**config.mk**
```make
export PLATFORM = sky130hd
export DESIGN_NAME = reg_file
export DESIGN_NICKNAME = d
export VERILOG_FILES = /design/src/rtl/regfile_pkg.sv /design/src/rtl/reg_file.sv
export SDC_FILE = /design/constraint.sdc
export NUM_CORES = 2
export LEC_CHECK = 0
export ABC_AREA = 1
export BUFFER_PORTS_ARGS = -buffer_cell sky130_fd_sc_hd__buf_2
export CAP_MARGIN = 20
export CORE_ASPECT_RATIO = 1.25
export CORE_MARGIN = 2
export CORE_UTILIZATION = 55
export CTS_BUF_LIST = sky130_fd_sc_hd__clkbuf_4
export CTS_CLUSTER_SIZE = 30
export DETAILED_ROUTE_END_ITERATION = 8
export PLACE_DENSITY = 0.71
export SLEW_MARGIN = 20
export SYNTH_ARGS = -nofsm -noshare
export SYNTH_HDL_FRONTEND = slang
export SYNTH_SLANG_ARGS = --single-unit
export TNS_END_PERCENT = 100
```
**constraint.sdc**
```tcl
create_clock -name clk -period 34.2 [get_ports clk]
set_input_delay 1.71 -clock clk [delete_from_list [all_inputs] [get_ports clk]]
set_output_delay 1.71 -clock clk [all_outputs]
set_load 0.02 [all_outputs]
```
**src/rtl/regfile_pkg.sv**
```systemverilog
`default_nettype none
// ============================================================================
// Module      : regfile_pkg
// Description : Shared widths and register-address/data types for the
//               register file and the decode / write-back stages.
// Revision    : 1.0 - initial release
// ============================================================================
package regfile_pkg;

    localparam int REG_DATA_W = 32;
    localparam int REG_ADDR_W = 5;
    localparam int NUM_REGS   = 32;

    typedef logic [REG_ADDR_W-1:0] reg_addr_t;
    typedef logic [REG_DATA_W-1:0] reg_data_t;

    localparam reg_addr_t ZERO_REG = 5'd0;

endpackage : regfile_pkg
`default_nettype wire

```
**src/rtl/reg_file.sv**
```systemverilog
`default_nettype none
// ============================================================================
// Module      : reg_file
// Description : 32 x 32 general-purpose register file with two combinational
//               read ports, one synchronous write port and hard-wired r0.
// Revision    : 1.0 - initial release
// ============================================================================
module reg_file
    import regfile_pkg::*;
#(
    parameter int DATA_W = REG_DATA_W,
    parameter int ADDR_W = REG_ADDR_W
) (
    input  logic              clk,
    input  logic              rst,
    input  logic [ADDR_W-1:0] rs,
    input  logic [ADDR_W-1:0] rt,
    input  logic [ADDR_W-1:0] ND,
    input  logic [DATA_W-1:0] DI,
    input  logic              WREG,
    output logic [DATA_W-1:0] Q1,
    output logic [DATA_W-1:0] Q2
);

    localparam int          c_DEPTH = 2 ** ADDR_W;
    localparam [ADDR_W-1:0] c_ZERO  = ADDR_W'(ZERO_REG);

    logic [DATA_W-1:0] w_regs [c_DEPTH];

    // r0 has no storage at all; it is a constant zero in the read array.
    assign w_regs[0] = '0;

    for (genvar gi = 1; gi < c_DEPTH; gi++) begin : g_reg
        logic [DATA_W-1:0] r_q;
        logic              w_we;

        assign w_we = WREG && (ND == ADDR_W'(gi));

        always_ff @(posedge clk or posedge rst) begin
            if (rst) begin
                r_q <= '0;
            end else if (w_we) begin
                r_q <= DI;
            end
        end

        assign w_regs[gi] = r_q;
    end

    // No write-through: reads always see the stored array contents.
    assign Q1 = (rs == c_ZERO) ? '0 : w_regs[rs];
    assign Q2 = (rt == c_ZERO) ? '0 : w_regs[rt];

endmodule : reg_file
`default_nettype wire

```
=== After elaboration in Yosys (flattened, before gate mapping) ===
Cells that the tools add are included.

* Flip-flop bits (word level): 992
* Input bits: 50
* Output and inout bits: 64
* Logic and storage cells: 107

* $lt $le $gt $ge: 2
* Equal/unequal tests: 31
* Multiplexer cells: 8
* Bitwise gates (word level): 2
* Reduce and logical (&&, ||, !) cells: 33

{| class="wikitable"
|+ Operators with widths
! operator !! count
|-
| binary-select mux 32 bit (select 5 bit) || 2
|-
| 2-to-1 mux 32 bit || 6
|-
| equality test 5 bit (second input constant) || 16
|-
| equality test 5 x 4 -> 1 bit (second input constant) || 8
|-
| logical AND 1 bit || 31
|-
| equality test 5 x 3 -> 1 bit (second input constant) || 4
|-
| >= comparator 6 bit (second input constant) || 2
|-
| NOT 5 -> 6 bit || 2
|-
| equality test 5 x 2 -> 1 bit (second input constant) || 2
|-
| zero test 5 bit || 2
|-
| equality test 5 x 1 -> 1 bit (second input constant) || 1
|}

=== Logic depth before layout (Yosys ltp) ===
* Depth after elaboration: 5
* Mapped depth: 15
* Gate-level depth less buffers: 11

=== Least setup slack after synthesis ===
No wires, ideal clock.

* Path kind: input -> output
* Start point: input port rs[0]
* End point: output port Q1[14]
* Arrival: 2867 ps
* Required time: 32490 ps
* Slack: 29623 ps
* Stages: 15
* Cell sequence: buf_4 > inv_4 > buf_6 > buf_8 > buf_6 > nand2_1 > nand2_1 > nand2_1 > nand2_1 > nand2_1 > nand2_1 > inv_1 > nand2_1 > nand2_1 > nand2_1

* Cells in the longest elaborated chain, start to end: 5

{| class="wikitable"
|+ Ends and longest elaborated chain
! element !! RTL line !! source
|-
| from (decl) || reg_file.sv:16 || <nowiki>input logic [ADDR_W-1:0] rs,</nowiki>
|-
| NOT 5 -> 6 bit (not written as such) || reg_file.sv:51 || <nowiki>assign Q1 = (rs == c_ZERO) ? '0 : w_regs[rs];</nowiki>
|-
| binary-select mux 32 bit (select 5 bit) || reg_file.sv:51 ||
|-
| 2-to-1 mux 32 bit (not written as such) (2 in series) || reg_file.sv:51 ||
|-
| 2-to-1 mux 32 bit * || reg_file.sv:51 ||
|-
| to (decl) || reg_file.sv:21 || <nowiki>output logic [DATA_W-1:0] Q1,</nowiki>
|}

Every way passes the cells marked *; elsewhere a longest branch is shown, timed or not. The select of a mux whose other input is x is not followed.

=== Worst setup path in the final report ===
* Start point: input port rt[0]
* End point: output port Q2[17]

* Cells in the longest elaborated chain, start to end: 5

{| class="wikitable"
|+ Ends and longest elaborated chain
! element !! RTL line !! source
|-
| from (decl) || reg_file.sv:17 || <nowiki>input logic [ADDR_W-1:0] rt,</nowiki>
|-
| NOT 5 -> 6 bit (not written as such) || reg_file.sv:52 || <nowiki>assign Q2 = (rt == c_ZERO) ? '0 : w_regs[rt];</nowiki>
|-
| binary-select mux 32 bit (select 5 bit) || reg_file.sv:52 ||
|-
| 2-to-1 mux 32 bit (not written as such) (2 in series) || reg_file.sv:52 ||
|-
| 2-to-1 mux 32 bit * || reg_file.sv:52 ||
|-
| to (decl) || reg_file.sv:22 || <nowiki>output logic [DATA_W-1:0] Q2</nowiki>
|}

Marked as above.

==> results.sh <==
export IMPL_ys_warnings_count=0
export IMPL_netlist_instances=8861
export IMPL_drt_iter0_drc=7419
export IMPL_tightestPinTransition_ns=1.23
export IMPL_p_sw_frac=0.346
export IMPL_cts_buffer_depth=4
export IMPL_hold_buffers=0
export IMPL_die_h_um=367
export IMPL_p_comb_frac=0.217
export IMPL_rsz0062_at_grt="false"
export IMPL_p_clk_frac=0.320
export IMPL_cts_root_buf="clkbuf_4"
export IMPL_hold_viol_final=0
export IMPL_cellPowerDensity_mw_per_mm2=54.7
export IMPL_start_kind="primary input"
export IMPL_firstDrtPassIters=9
export IMPL_post_route_util=0.585
export IMPL_num_io_pins=114
export IMPL_min_period_ns=7.35
export IMPL_relSlewSlack=0.179
export IMPL_critical_path_max_fanout=175
export IMPL_synth_top_cell_by_area="dfrtp_1"
export IMPL_maxCapViolCount=0
export IMPL_p_switching_mw=1.16
export IMPL_startpoint="rt[0]"
export IMPL_antenna_found_initial=9
export IMPL_cts_max_level=5
export IMPL_r2r_start="g_reg[26].r_q[27]$_DFFE_PP0P_"
export IMPL_cts_tree="yes"
export IMPL_syn_cell_area_sq_mm=0.0579
export IMPL_final_max_slew_viol_count=0
export IMPL_fmax_mhz=136
export IMPL_clk_transition_reported_paths_ns=0.06
export IMPL_synth_top_area_share=0.429
export IMPL_critPathKind="in -> out"
export IMPL_first_global_vias=55600
export IMPL_reg_top3="g.r_q x992"
export IMPL_final_seq_area_sq_mm=0.0248
export IMPL_routedWlPerCell_um=21.2
export IMPL_internal_power_mw=2.19
export IMPL_port_buffer_count=113
export IMPL_outcome="finished clean"
export IMPL_hold_class="reg -> reg"
export IMPL_crit_arrival_ns=5.64
export IMPL_wirelength_um=215000
export IMPL_fin_crit_sh=0.215
export IMPL_ant_nets=0
export IMPL_rrSetupSlack_ns=33.42
export IMPL_synth_area_leaders="dfrtp_1 43%, nand2_1 25%, nand3_1 10%"
export IMPL_cts_repair_resized=0
export IMPL_initial_utilization=0.553
export IMPL_vias=59400
export IMPL_seqPwrFrac=0.463
export IMPL_std_cell_rows=133
export IMPL_clk_latency_ns=1.23
export IMPL_cts_buffers_inserted=281
export IMPL_ys_seq_area_frac=0.429
export IMPL_vias_per_cell=5.85
export IMPL_grt_pass1_wl_um=329000
export IMPL_skew_ns=0
export IMPL_cts_sinks=992
export IMPL_synth_area_per_cell_sq_um=6.54
export IMPL_syn_to_final_growth_pct=5.81
export IMPL_ys_types=22
export IMPL_top_register="g.r_q"
export IMPL_coreArea_sq_mm=0.105
export IMPL_die_area_sq_mm=0.108
export IMPL_vdd_drop_max_mv=0.0362
export IMPL_yosys_most_used_dff="dfrtp_1"
export IMPL_largest_reg_flops=992
export IMPL_drive_gt1_frac=0.0747
export IMPL_final_setup_viol_count=0
export IMPL_remaining_drc_errors=0
export IMPL_fillers=10300
export IMPL_synth_ff_latch_count=992
export IMPL_place_congestion=0.860
export IMPL_hpwl_um=104000
export IMPL_synth_common_cells="3,835 x nand2_1, 1,154 x nand3_1, 992 x dfrtp_1"
export IMPL_syn_nets=8911
export IMPL_power_leakage_nw=32.2
export IMPL_end_kind="output pin"
export IMPL_synth_most_common_cell="nand2_1"
export IMPL_grtUsageTotal=0.397
export IMPL_finalSetupTns_ns=0
export IMPL_cts_setup_buffers=0
export IMPL_multiInputGateArea_sq_mm=0.0271
export IMPL_die_w_um=294
export IMPL_grt_max_degree=185
export IMPL_ys_async_sr_fraction=1.00
export IMPL_hold_path_startpoint="g_reg[11].r_q[8]$_DFFE_PP0P_"
export IMPL_synth_edf_count=0
export IMPL_gr_total_overflow=0
export IMPL_required_ns=32.49
export IMPL_fin_nets=8686
==> metrics by stage <==
stage	cell area [sq um]	worst slack (ns)	power [mW]	hold slack [ns]	std cells
after detailed placement	58000	27.05	2.28	0.473	9701
final	61300	26.85	3.36	0.485	10200
after global routing	61300	26.77	3.56	0.505	10200
after global placement	58000	27.07	2.26	0.465	9701
after floorplan	57900	4.58	2.09	0.453	8861
after CTS	61200	27.05	3.35	0.487	10100
==> power groups by stage <==
stage                     combinational (mW)  clock (mW)  sequential, mW
after floorplan                        0.556           0            1.53
after global placement                 0.694           0            1.56
after detailed placement               0.713           0            1.57
after CTS                              0.715        1.08            1.55
after global routing                   0.837        1.14            1.58
final                                  0.727        1.07            1.55
==> routing by layer <==
layer  vias up  routed length, um  global-route usage
li1      27300                  -                   -
met1     27600              82700               0.521
met2      3646              92000               0.600
met3       866              26900              0.0982
met4        10              13200               0.221
met5         -                126             0.00678
==> logic make-up after synthesis <==
group,count (synthesis),share of synthesized area
buf+inv,1522,0.107
flops,992,0.429
simple gates,5163,0.362
compound gates,1184,0.102
==> path summary, 6_finish.rpt <==
| kind | endpoint | cells past startpoint |
|---|---|---|
| worst max-delay path | Q2[17] | 13 |
| worst min-delay path | g_reg[11].r_q[8]$_DFFE_PP0P_ | 2 |
| worst max register to register | g_reg[26].r_q[27]$_DFFE_PP0P_ | 2 |
| worst min register to register | g_reg[11].r_q[8]$_DFFE_PP0P_ | 2 |
| max in group asynchronous | g_reg[21].r_q[7]$_DFFE_PP0P_ | 6 |
| min in group asynchronous | g_reg[29].r_q[0]$_DFFE_PP0P_ | 2 |
==> critical path: stages <==
cell and delay, ns:
buf_8 0.39, buf_4 0.65, buf_12 0.77, buf_4 0.90
nand2_1 0.14, nand3_1 0.12, nand2_1 0.07, nand2_1 0.05
nand3_1 0.10, nand2_1 0.12, nand2_1 0.05, nand2_1 0.24
buf_2 0.22
==> cell type report <==
| type | count | area share |
|---|---|---|
| clock inverter | 41 | 0.00343 |
| timing repair buffer | 182 | 0.0202 |
| inverter | 832 | 0.0519 |
| tap | 1350 | 0.0276 |
| sequential | 992 | 0.405 |
| multi-input combinational | 6347 | 0.442 |
| clock buffer | 405 | 0.0496 |
| antenna | 2 | 0.0000817 |
==> placed cells by master, fill, tap and decap left out, types with 3 or more instances in the layout <==
cell type	netlist	layout
nand2_1	3835	3832
nand3_1	1154	1152
dfrtp_1	992	992
o21ai_0	923	923
inv_1	823	818
clkbuf_4	0	405
a21oi_1	172	172
nor2_1	133	130
buf_2	206	105
o21ai_1	89	89
buf_4	28	65
clkinv_1	0	33
nand2_4	0	24
nor2_2	12	11
inv_2	8	9
nand3_4	0	6
nor2_4	1	5
buf_12	0	5
inv_8	0	4
buf_8	1	4
clkinv_2	0	3
(Power assumes the default switching activity.)
